==> config.mk <==
export PLATFORM = sky130hd
export DESIGN_NAME = axis_slave_if
export DESIGN_NICKNAME = d
export VERILOG_FILES = /design/src/rtl/axis_slave_if.sv
export SDC_FILE = /design/constraint.sdc
export NUM_CORES = 1
export LEC_CHECK = 0
export CORE_AREA = 3 3 116 118
export CTS_BUF_LIST = sky130_fd_sc_hd__clkbuf_8
export DETAILED_ROUTE_END_ITERATION = 6
export DIE_AREA = 0 0 119 121
export GPL_ROUTABILITY_DRIVEN = 0
export PLACE_DENSITY = 0.8
export SYNTH_ARGS = -nofsm -noshare
export SYNTH_HDL_FRONTEND = slang
export SYNTH_SLANG_ARGS = --single-unit
export TNS_END_PERCENT = 100
==> constraint.sdc <==
create_clock -name clk -period 4.79 [get_ports clk]
set_input_delay 0.479 -clock clk [delete_from_list [all_inputs] [get_ports clk]]
set_output_delay 0.479 -clock clk [all_outputs]
set_load 0.03 [all_outputs]
==> src/rtl/axis_slave_if.sv <==
// AXI-Stream slave ingress: assembles {re, im} beat pairs into complex samples,
// buffers them in a small pair-FIFO and writes them to the FFT input memory.
module axis_slave_if #(
  parameter int S_TDATA_WDT      = 32,
  parameter int C_SAMPLE_WDT     = 16,
  parameter int C_FFT_SIZE_LOG2  = 10,
  parameter int INPUT_MEM_OFFSET = 0,
  parameter int S_FIFO_SIZE      = 4
) (
  input  logic                       clk,
  input  logic                       rst,
  input  logic [S_TDATA_WDT-1:0]     S_AXIS_TDATA,
  input  logic                       S_AXIS_TVALID,
  input  logic                       S_AXIS_TLAST,
  output logic                       S_AXIS_TREADY,
  output logic [C_FFT_SIZE_LOG2-1:0] s_axis_if_addr,
  output logic [C_SAMPLE_WDT-1:0]    data_re_0_in,
  output logic [C_SAMPLE_WDT-1:0]    data_im_0_in,
  output logic                       push,
  input  logic                       mem_wr_ready,
  input  logic                       rx_start,
  output logic                       rx_done,
  output logic                       tlast_err,
  output logic                       sample_ovf,
  output logic                       s_axis_if_busy
);

  localparam int PW = $clog2(S_FIFO_SIZE);
  localparam int CW = PW + 1;
  localparam int BW = C_FFT_SIZE_LOG2 + 1;
  localparam int AW = C_FFT_SIZE_LOG2;
  localparam logic [AW-1:0] ADDR_INIT = AW'(INPUT_MEM_OFFSET);
  localparam logic [CW-1:0] FIFO_FULL = CW'(S_FIFO_SIZE);

  localparam logic [1:0] ST_IDLE  = 2'd0;
  localparam logic [1:0] ST_RECV  = 2'd1;
  localparam logic [1:0] ST_DRAIN = 2'd2;
  localparam logic [1:0] ST_DONE  = 2'd3;

  function automatic logic signed [C_SAMPLE_WDT-1:0] trunc_sample(
    input logic [S_TDATA_WDT-1:0] d);
    return $signed(d[C_SAMPLE_WDT-1:0]);
  endfunction

  // Bits from the sample sign bit upward must all agree for a lossless truncation.
  function automatic logic ext_ovf(input logic [S_TDATA_WDT-1:0] d);
    logic [S_TDATA_WDT-C_SAMPLE_WDT:0] top;
    top = d[S_TDATA_WDT-1:C_SAMPLE_WDT-1];
    return !((&top) || !(|top));
  endfunction

  logic [1:0]    state_q, state_d;
  logic [BW-1:0] beat_q, beat_d;
  logic          phase_q, phase_d;
  logic [AW-1:0] addr_q, addr_d;
  logic          tlast_err_q, tlast_err_d;
  logic          sample_ovf_q, sample_ovf_d;
  logic [PW-1:0] wr_ptr_q, wr_ptr_d, rd_ptr_q, rd_ptr_d;
  logic [CW-1:0] cnt_q, cnt_d;

  logic signed [C_SAMPLE_WDT-1:0] re_hold_q;
  logic signed [C_SAMPLE_WDT-1:0] fifo_re_q [S_FIFO_SIZE];
  logic signed [C_SAMPLE_WDT-1:0] fifo_im_q [S_FIFO_SIZE];

  logic tready, beat_acc, fifo_wr, fifo_ne, push_w, last_beat;

  assign tready    = (state_q == ST_RECV) && (cnt_q < FIFO_FULL);
  assign beat_acc  = S_AXIS_TVALID && tready;
  assign fifo_wr   = beat_acc && phase_q;
  assign fifo_ne   = (cnt_q != '0);
  assign push_w    = fifo_ne && mem_wr_ready &&
                     ((state_q == ST_RECV) || (state_q == ST_DRAIN));
  assign last_beat = (beat_q == '1);

  always_comb begin
    state_d      = state_q;
    beat_d       = beat_q;
    phase_d      = phase_q;
    addr_d       = addr_q;
    tlast_err_d  = tlast_err_q;
    sample_ovf_d = sample_ovf_q;
    wr_ptr_d     = wr_ptr_q + PW'(fifo_wr);
    rd_ptr_d     = rd_ptr_q + PW'(push_w);
    cnt_d        = cnt_q + CW'(fifo_wr) - CW'(push_w);
    if (push_w) addr_d = addr_q + AW'(1);
    case (state_q)
      ST_IDLE: begin
        addr_d = ADDR_INIT;
        if (rx_start) begin
          state_d      = ST_RECV;
          beat_d       = '0;
          phase_d      = 1'b0;
          tlast_err_d  = 1'b0;
          sample_ovf_d = 1'b0;
        end
      end
      ST_RECV: begin
        if (beat_acc) begin
          beat_d  = beat_q + BW'(1);
          phase_d = ~phase_q;
          if (ext_ovf(S_AXIS_TDATA)) sample_ovf_d = 1'b1;
          // An early TLAST on an RE beat simply abandons the held half pair.
          if (last_beat) begin
            state_d = ST_DRAIN;
            if (!S_AXIS_TLAST) tlast_err_d = 1'b1;
          end else if (S_AXIS_TLAST) begin
            state_d     = ST_DRAIN;
            tlast_err_d = 1'b1;
          end
        end
      end
      ST_DRAIN: begin
        if ((cnt_q == '0) || ((cnt_q == CW'(1)) && push_w)) state_d = ST_DONE;
      end
      ST_DONE: state_d = ST_IDLE;
      default: state_d = ST_IDLE;
    endcase
  end

  always_ff @(posedge clk) begin
    if (rst) begin
      state_q      <= ST_IDLE;
      beat_q       <= '0;
      phase_q      <= 1'b0;
      addr_q       <= ADDR_INIT;
      tlast_err_q  <= 1'b0;
      sample_ovf_q <= 1'b0;
      wr_ptr_q     <= '0;
      rd_ptr_q     <= '0;
      cnt_q        <= '0;
    end else begin
      state_q      <= state_d;
      beat_q       <= beat_d;
      phase_q      <= phase_d;
      addr_q       <= addr_d;
      tlast_err_q  <= tlast_err_d;
      sample_ovf_q <= sample_ovf_d;
      wr_ptr_q     <= wr_ptr_d;
      rd_ptr_q     <= rd_ptr_d;
      cnt_q        <= cnt_d;
    end
  end

  always_ff @(posedge clk) begin
    if (beat_acc && !phase_q) re_hold_q <= trunc_sample(S_AXIS_TDATA);
    if (fifo_wr) begin
      fifo_re_q[wr_ptr_q] <= re_hold_q;
      fifo_im_q[wr_ptr_q] <= trunc_sample(S_AXIS_TDATA);
    end
  end

  assign S_AXIS_TREADY  = tready;
  assign push           = push_w;
  assign s_axis_if_addr = addr_q;
  assign data_re_0_in   = fifo_ne ? fifo_re_q[rd_ptr_q] : '0;
  assign data_im_0_in   = fifo_ne ? fifo_im_q[rd_ptr_q] : '0;
  assign rx_done        = (state_q == ST_DONE);
  assign tlast_err      = tlast_err_q;
  assign sample_ovf     = sample_ovf_q;
  assign s_axis_if_busy = (state_q != ST_IDLE);

  a_no_overflow: assert property (@(posedge clk) disable iff (rst)
    !(fifo_wr && !push_w && (cnt_q == FIFO_FULL)));
  a_no_underflow: assert property (@(posedge clk) disable iff (rst)
    push_w |-> fifo_ne);
  a_count_range: assert property (@(posedge clk) disable iff (rst)
    cnt_q <= FIFO_FULL);
  a_addr_range: assert property (@(posedge clk) disable iff (rst)
    push_w |-> (int'(addr_q) < (1 << C_FFT_SIZE_LOG2)));
  a_tready_recv: assert property (@(posedge clk) disable iff (rst)
    S_AXIS_TREADY |-> (state_q == ST_RECV));
  a_done_pulse: assert property (@(posedge clk) disable iff (rst)
    rx_done |=> !rx_done);

endmodule

* Word-level counts from Yosys, hierarchy flattened
Memories as Yosys holds them, arrays and structs flattened. A register that Yosys moved wholly into a read port is not among the register bits.
Index checks and enable logic that the tools add are counted.
** Word-level totals
- Word-level logic and storage cells :: 81
- Memories :: 2
- RAM bits :: 128
- Register bits after elaboration :: 49
** Operators by class
- Magnitude comparators :: 1
- Bitwise operators :: 1
- Add/sub/neg operators :: 6
- Equal/unequal tests :: 11
- Muxes and demuxes :: 26
- Reductions and logical operators :: 24
** Memory list
- fifo_im_q :: depth 4, bits a word 16, read ports 1, clocked after Yosys merged registers in 1, write ports 1, line 63 : logic signed [C_SAMPLE_WDT-1:0] fifo_im_q [S_FIFO_SIZE];
- fifo_re_q :: depth 4, bits a word 16, read ports 1, clocked after Yosys merged registers in 1, write ports 1, line 62 : logic signed [C_SAMPLE_WDT-1:0] fifo_re_q [S_FIFO_SIZE];
** Operator list (count)
- $mux 16 :: 2
- $mux 11 :: 2
- $pmux 11 s2 :: 1
- $reduce_and 17->1 :: 1
- $reduce_or 17->1 :: 1
- $mux 2 :: 7
- $add 11x1->11 const B :: 1
- $eq 11x11->1 const B :: 1
- $add 10x1->10 const B :: 1
- $mux 1 :: 10
- $pmux 2 s4 :: 1
- $reduce_and 4->1 :: 2
- $logic_and 1x1->1 :: 7
- $ne 2x2->1 const B :: 3
- $ne 3x3->1 const B :: 2
- $pmux 1 s2 :: 3
- $reduce_and 5->1 :: 1
- $add 2x1->2 :: 2
- $eq 2x2->1 const B :: 2
- $reduce_bool 2->1 :: 2
- $add 3x1->3 :: 1
- $eq 3x1->1 const B :: 1
- $logic_not 3->1 :: 1
- $logic_or 1x1->1 :: 3
- other kinds (10) :: 11

* Depth between registers and ports, before layout
- Word-level depth :: 7
- Depth in mapped cells :: 12

* Worst setup path after synthesis
OpenSTA, ideal clock, no wires.
- Kind :: register -> register
- Start point :: reg state_q[1]
- End point :: mem fifo_im_q[0][0], enable pin
- Data required time :: 4.322 ns
- Path slack :: 0.294 ns
- Cell stages (with the launch flop) :: 7
- Data arrival time :: 4.028 ns
- Cell sequence :: dfxtp_1 -> inv_1 -> ha_1 -> nor2b_1 -> and3_1 -> clkbuf_1 -> nor3b_1
** On the way
- Longest elaborated chain between the ends :: 6
** RTL lines
- start, declared :: line 52 : logic [1:0] state_q, state_d;
- start signal, assigned :: line 132 : state_q <= state_d;
- $eq 2x1->1 :: line 67 : assign tready = (state_q == ST_RECV) && (cnt_q < FIFO_FULL);
- $logic_and 1x1->1 :: line 67
- via S_AXIS_TREADY :: line 15 : output logic S_AXIS_TREADY,
- $logic_and 1x1->1 :: line 68 : assign beat_acc = S_AXIS_TVALID && tready;
- $logic_and 1x1->1 :: line 69 : assign fifo_wr = beat_acc && phase_q;
- $mux 1 :: line 146 : if (fifo_wr) begin
- $mux 1 (not written as such) :: line 148 : fifo_im_q[wr_ptr_q] <= trunc_sample(S_AXIS_TDATA);
- end, declared :: line 63
The timed path passes the listed nets, and every way through them passes these cells.

==> flow_metrics.tcl <==
set metrics [dict create \
    status "finished, final reports clean" \
    reg2reg_from "state_q[1]" \
    area_delta_synth_final_pct 19.9 \
    dp_hpwl_um 8350 \
    end_kind "primary output" \
    drt-total-wl_um 13000 \
    dieHeight_um 121 \
    ios 86 \
    slowest_delay_ns 0.93 \
    synth_cell_types 45 \
    final-hold-violation-count 0 \
    min_path_type "register to register" \
    dpl_cell_area_mm2 0.00807 \
    cp_cell_sequence "buf_4, mux4_2, nor2b_1, clkdlybuf4s50_1" \
    cts_resized 0 \
    grt.total_usage 0.191 \
    antenna_found_initial 1 \
    async_flop_share 0 \
    r2r_cells 6 \
    cts.path.max_buffers 2 \
    drt_first_pass_iters 4 \
    maxSlewHeadroom 0.303 \
    cts_root_buf "clkbuf_8" \
    core_mm2 0.0126 \
    total_power_uw 3450 \
    synth_top_area_share 0.615 \
    power_leakage_uw 0.00262 \
    ys_ff_latch 177 \
    min_to "sample_ovf" \
    layout-drive-gt1-share 0.144 \
    wire_per_inst_um 18.6 \
    synth_area_leaders "edfxtp_1 61%, mux4_2 10%, dfxtp_1 9.4%" \
    startpoint_type "register" \
    power_density_mw_per_mm2 409 \
    rows 41 \
    grt_max_degree 34 \
    period_needed_ns 3.50 \
    clkTransAtPathRegs_ns 0.08 \
    ys_seq_area_frac 0.709 \
    maxCapViolCount 0 \
    grt_remaining_overflow 0 \
    fmaxAchievable_mhz 286 \
    via_per_inst 5.60 \
    peakVddDrop_v 0.000334 \
    initial_core_util 0.560 \
    nets 561 \
    r2r_slack_ns 2.12 \
    grt_pass1_vias 4048 \
    multi_input_area_mm2 0.00197 \
    cts_setup_buffers 0 \
    fin_cells 698 \
    cts_tree "yes" \
    hold_path_startpoint "sample_ovf" \
    regArea_mm2 0.00499 \
    crit_start "rd_ptr_q[0]" \
    path_buf_inv 2 \
    crit_arrival_ns 3.02 \
    n_antenna_cell 0 \
    synth_flop_cell "edfxtp_1" \
    worst_path_max_delay_cell "dfxtp_2" \
    cts_made_buffers 17 \
    yosys-top-cells-count "144 x edfxtp_1, 37 x nor2b_1, 33 x dfxtp_1" \
    path_delay_family "buffers and inverters" \
    portBuffers 85 \
    drc 0 \
    rr_endpoint "fifo_re_q[0][2]" \
    yosysMostFrequentCell "edfxtp_1" \
    hold_buffers 0 \
    vias 3906 \
    fill_cells 865 \
    setup_violations 0 \
    setup_tns_ns 0 \
    fin_crit_sh 0.730 \
    syn_avg_cell_area_um2 16.6 \
    grt_setup_unrepaired "false" \
    dieArea_mm2 0.0144 \
    clock-sinks 177 \
    clk_latency_ns 0.44 \
    synth_area_mm2 0.00703 \
    path_class "register to primary output" \
    synth_nets 471 \
    worst_slew_pin_slew_ns 1.04 \
    stdcell_area_mm2 0.00843 \
    synth_top_area_cell "edfxtp_1" \
    drtAntennaViolNets 0 \
    dp_cells 666 \
    syn_inst 423 \
    finClkSkew_ns 0.0101 \
    htree_levels 4 \
    grt_first_pass_wirelength_um 21000 \
    cp.required_ns 4.31 \
    report.final.slew_viol_count 0 \
    yosys_warnings 0 \
    die-width_um 119 \
    drtIter0Drc 324 \
    path_max_fanout 25 \
    holdPathStages 2 \
    synth-edff-count 144 \
]
## worst reg2reg max path, delay by kind of cell (launching register included)
kind	cells	cell delay, ns
buf+inv	2	0.59
simple gates	3	1.10
fa+ha+maj	1	0.28
flops	1	0.35
## flip-flops by register name (all words and copies together), names as in the netlist
name / flops
fifo_im_q: 64
state_q: 2
re_hold_q: 16
fifo_re_q: 64
s_axis_if_addr: 10
sample_ovf: 1
tlast_err: 1
beat_q: 11
wr_ptr_q: 2
phase_q: 1
rd_ptr_q: 2
cnt_q: 3
## worst max path at each step
| stage | slack [ns] | to | depth (start not counted) |
|---|---|---|---|
| 4_1_cts | 1.17 | data_re_0_in[2] | 4 |
| 6_report | 1.29 | data_re_0_in[2] | 4 |
| 3_5_place_dp | 1.68 | data_re_0_in[2] | 4 |
| 2_1_floorplan | 0.29 | fifo_im_q[0][0] | 6 |
| 5_1_grt | 1.03 | data_im_0_in[4] | 4 |
| 3_3_place_gp | 1.72 | data_re_0_in[2] | 4 |
## kinds of logic after synthesis
group | count (synthesis) | share of synthesized area
XOR/XNOR | 14 | 0.0174
AO/OA/AOI/OAI | 35 | 0.0327
buffers and inverters | 24 | 0.0144
AND/OR/NAND/NOR | 129 | 0.102
flip-flops | 177 | 0.709
multiplexers | 34 | 0.105
adder cells (fa/ha/maj) | 10 | 0.0189
## power breakdown
part	total [uW]	internal, uW	switching [uW]
clock network	917	427	490
registers	1800	1740	56.2
logic	733	296	437
total	3450	2470	983
## per-layer routing
metal  up-vias  GRT usage  routed length (um)  share of wire
li1       1817          -                   -              -
met1      1943      0.247                5360           0.41
met2       129      0.312                6620           0.51
met3        15     0.0555                 787          0.061
met4         2     0.0637                 163          0.013
met5         -          0                   9        0.00069
## cells in the final DEF (no fill, tap or decap), types with 6 or more instances in the layout
master,netlist,final
inv_1,6,9
dfxtp_1,33,31
a21oi_1,13,13
nor2b_1,37,37
nand2_1,14,14
xnor2_1,9,9
clkbuf_8,0,19
ha_1,9,9
nand3_1,7,7
edfxtp_1,144,144
nor2_1,23,21
clkdlybuf4s50_1,0,85
nor3_1,7,6
mux4_2,32,32
or3_1,7,7
nand4_1,11,11
o21ai_0,7,7
## layout make-up
class | instances | share of cell area
timing repair buffer | 88 | 0.104
tap | 172 | 0.0255
multi-input combinational | 222 | 0.234
inverter | 7 | 0.00312
sequential | 177 | 0.592
clock inverter | 13 | 0.0116
clock buffer | 19 | 0.0310
## stage by stage
stage,worst slack (ns),hold WS (ns),util
global placement,1.72,0.435,0.642
floorplan,0.294,0.443,-
finish,1.29,0.455,0.671
CTS,1.17,0.459,0.671
detailed placement,1.68,0.449,0.642
global route,1.03,0.491,0.671
Power figures use the tool's default switching activity.
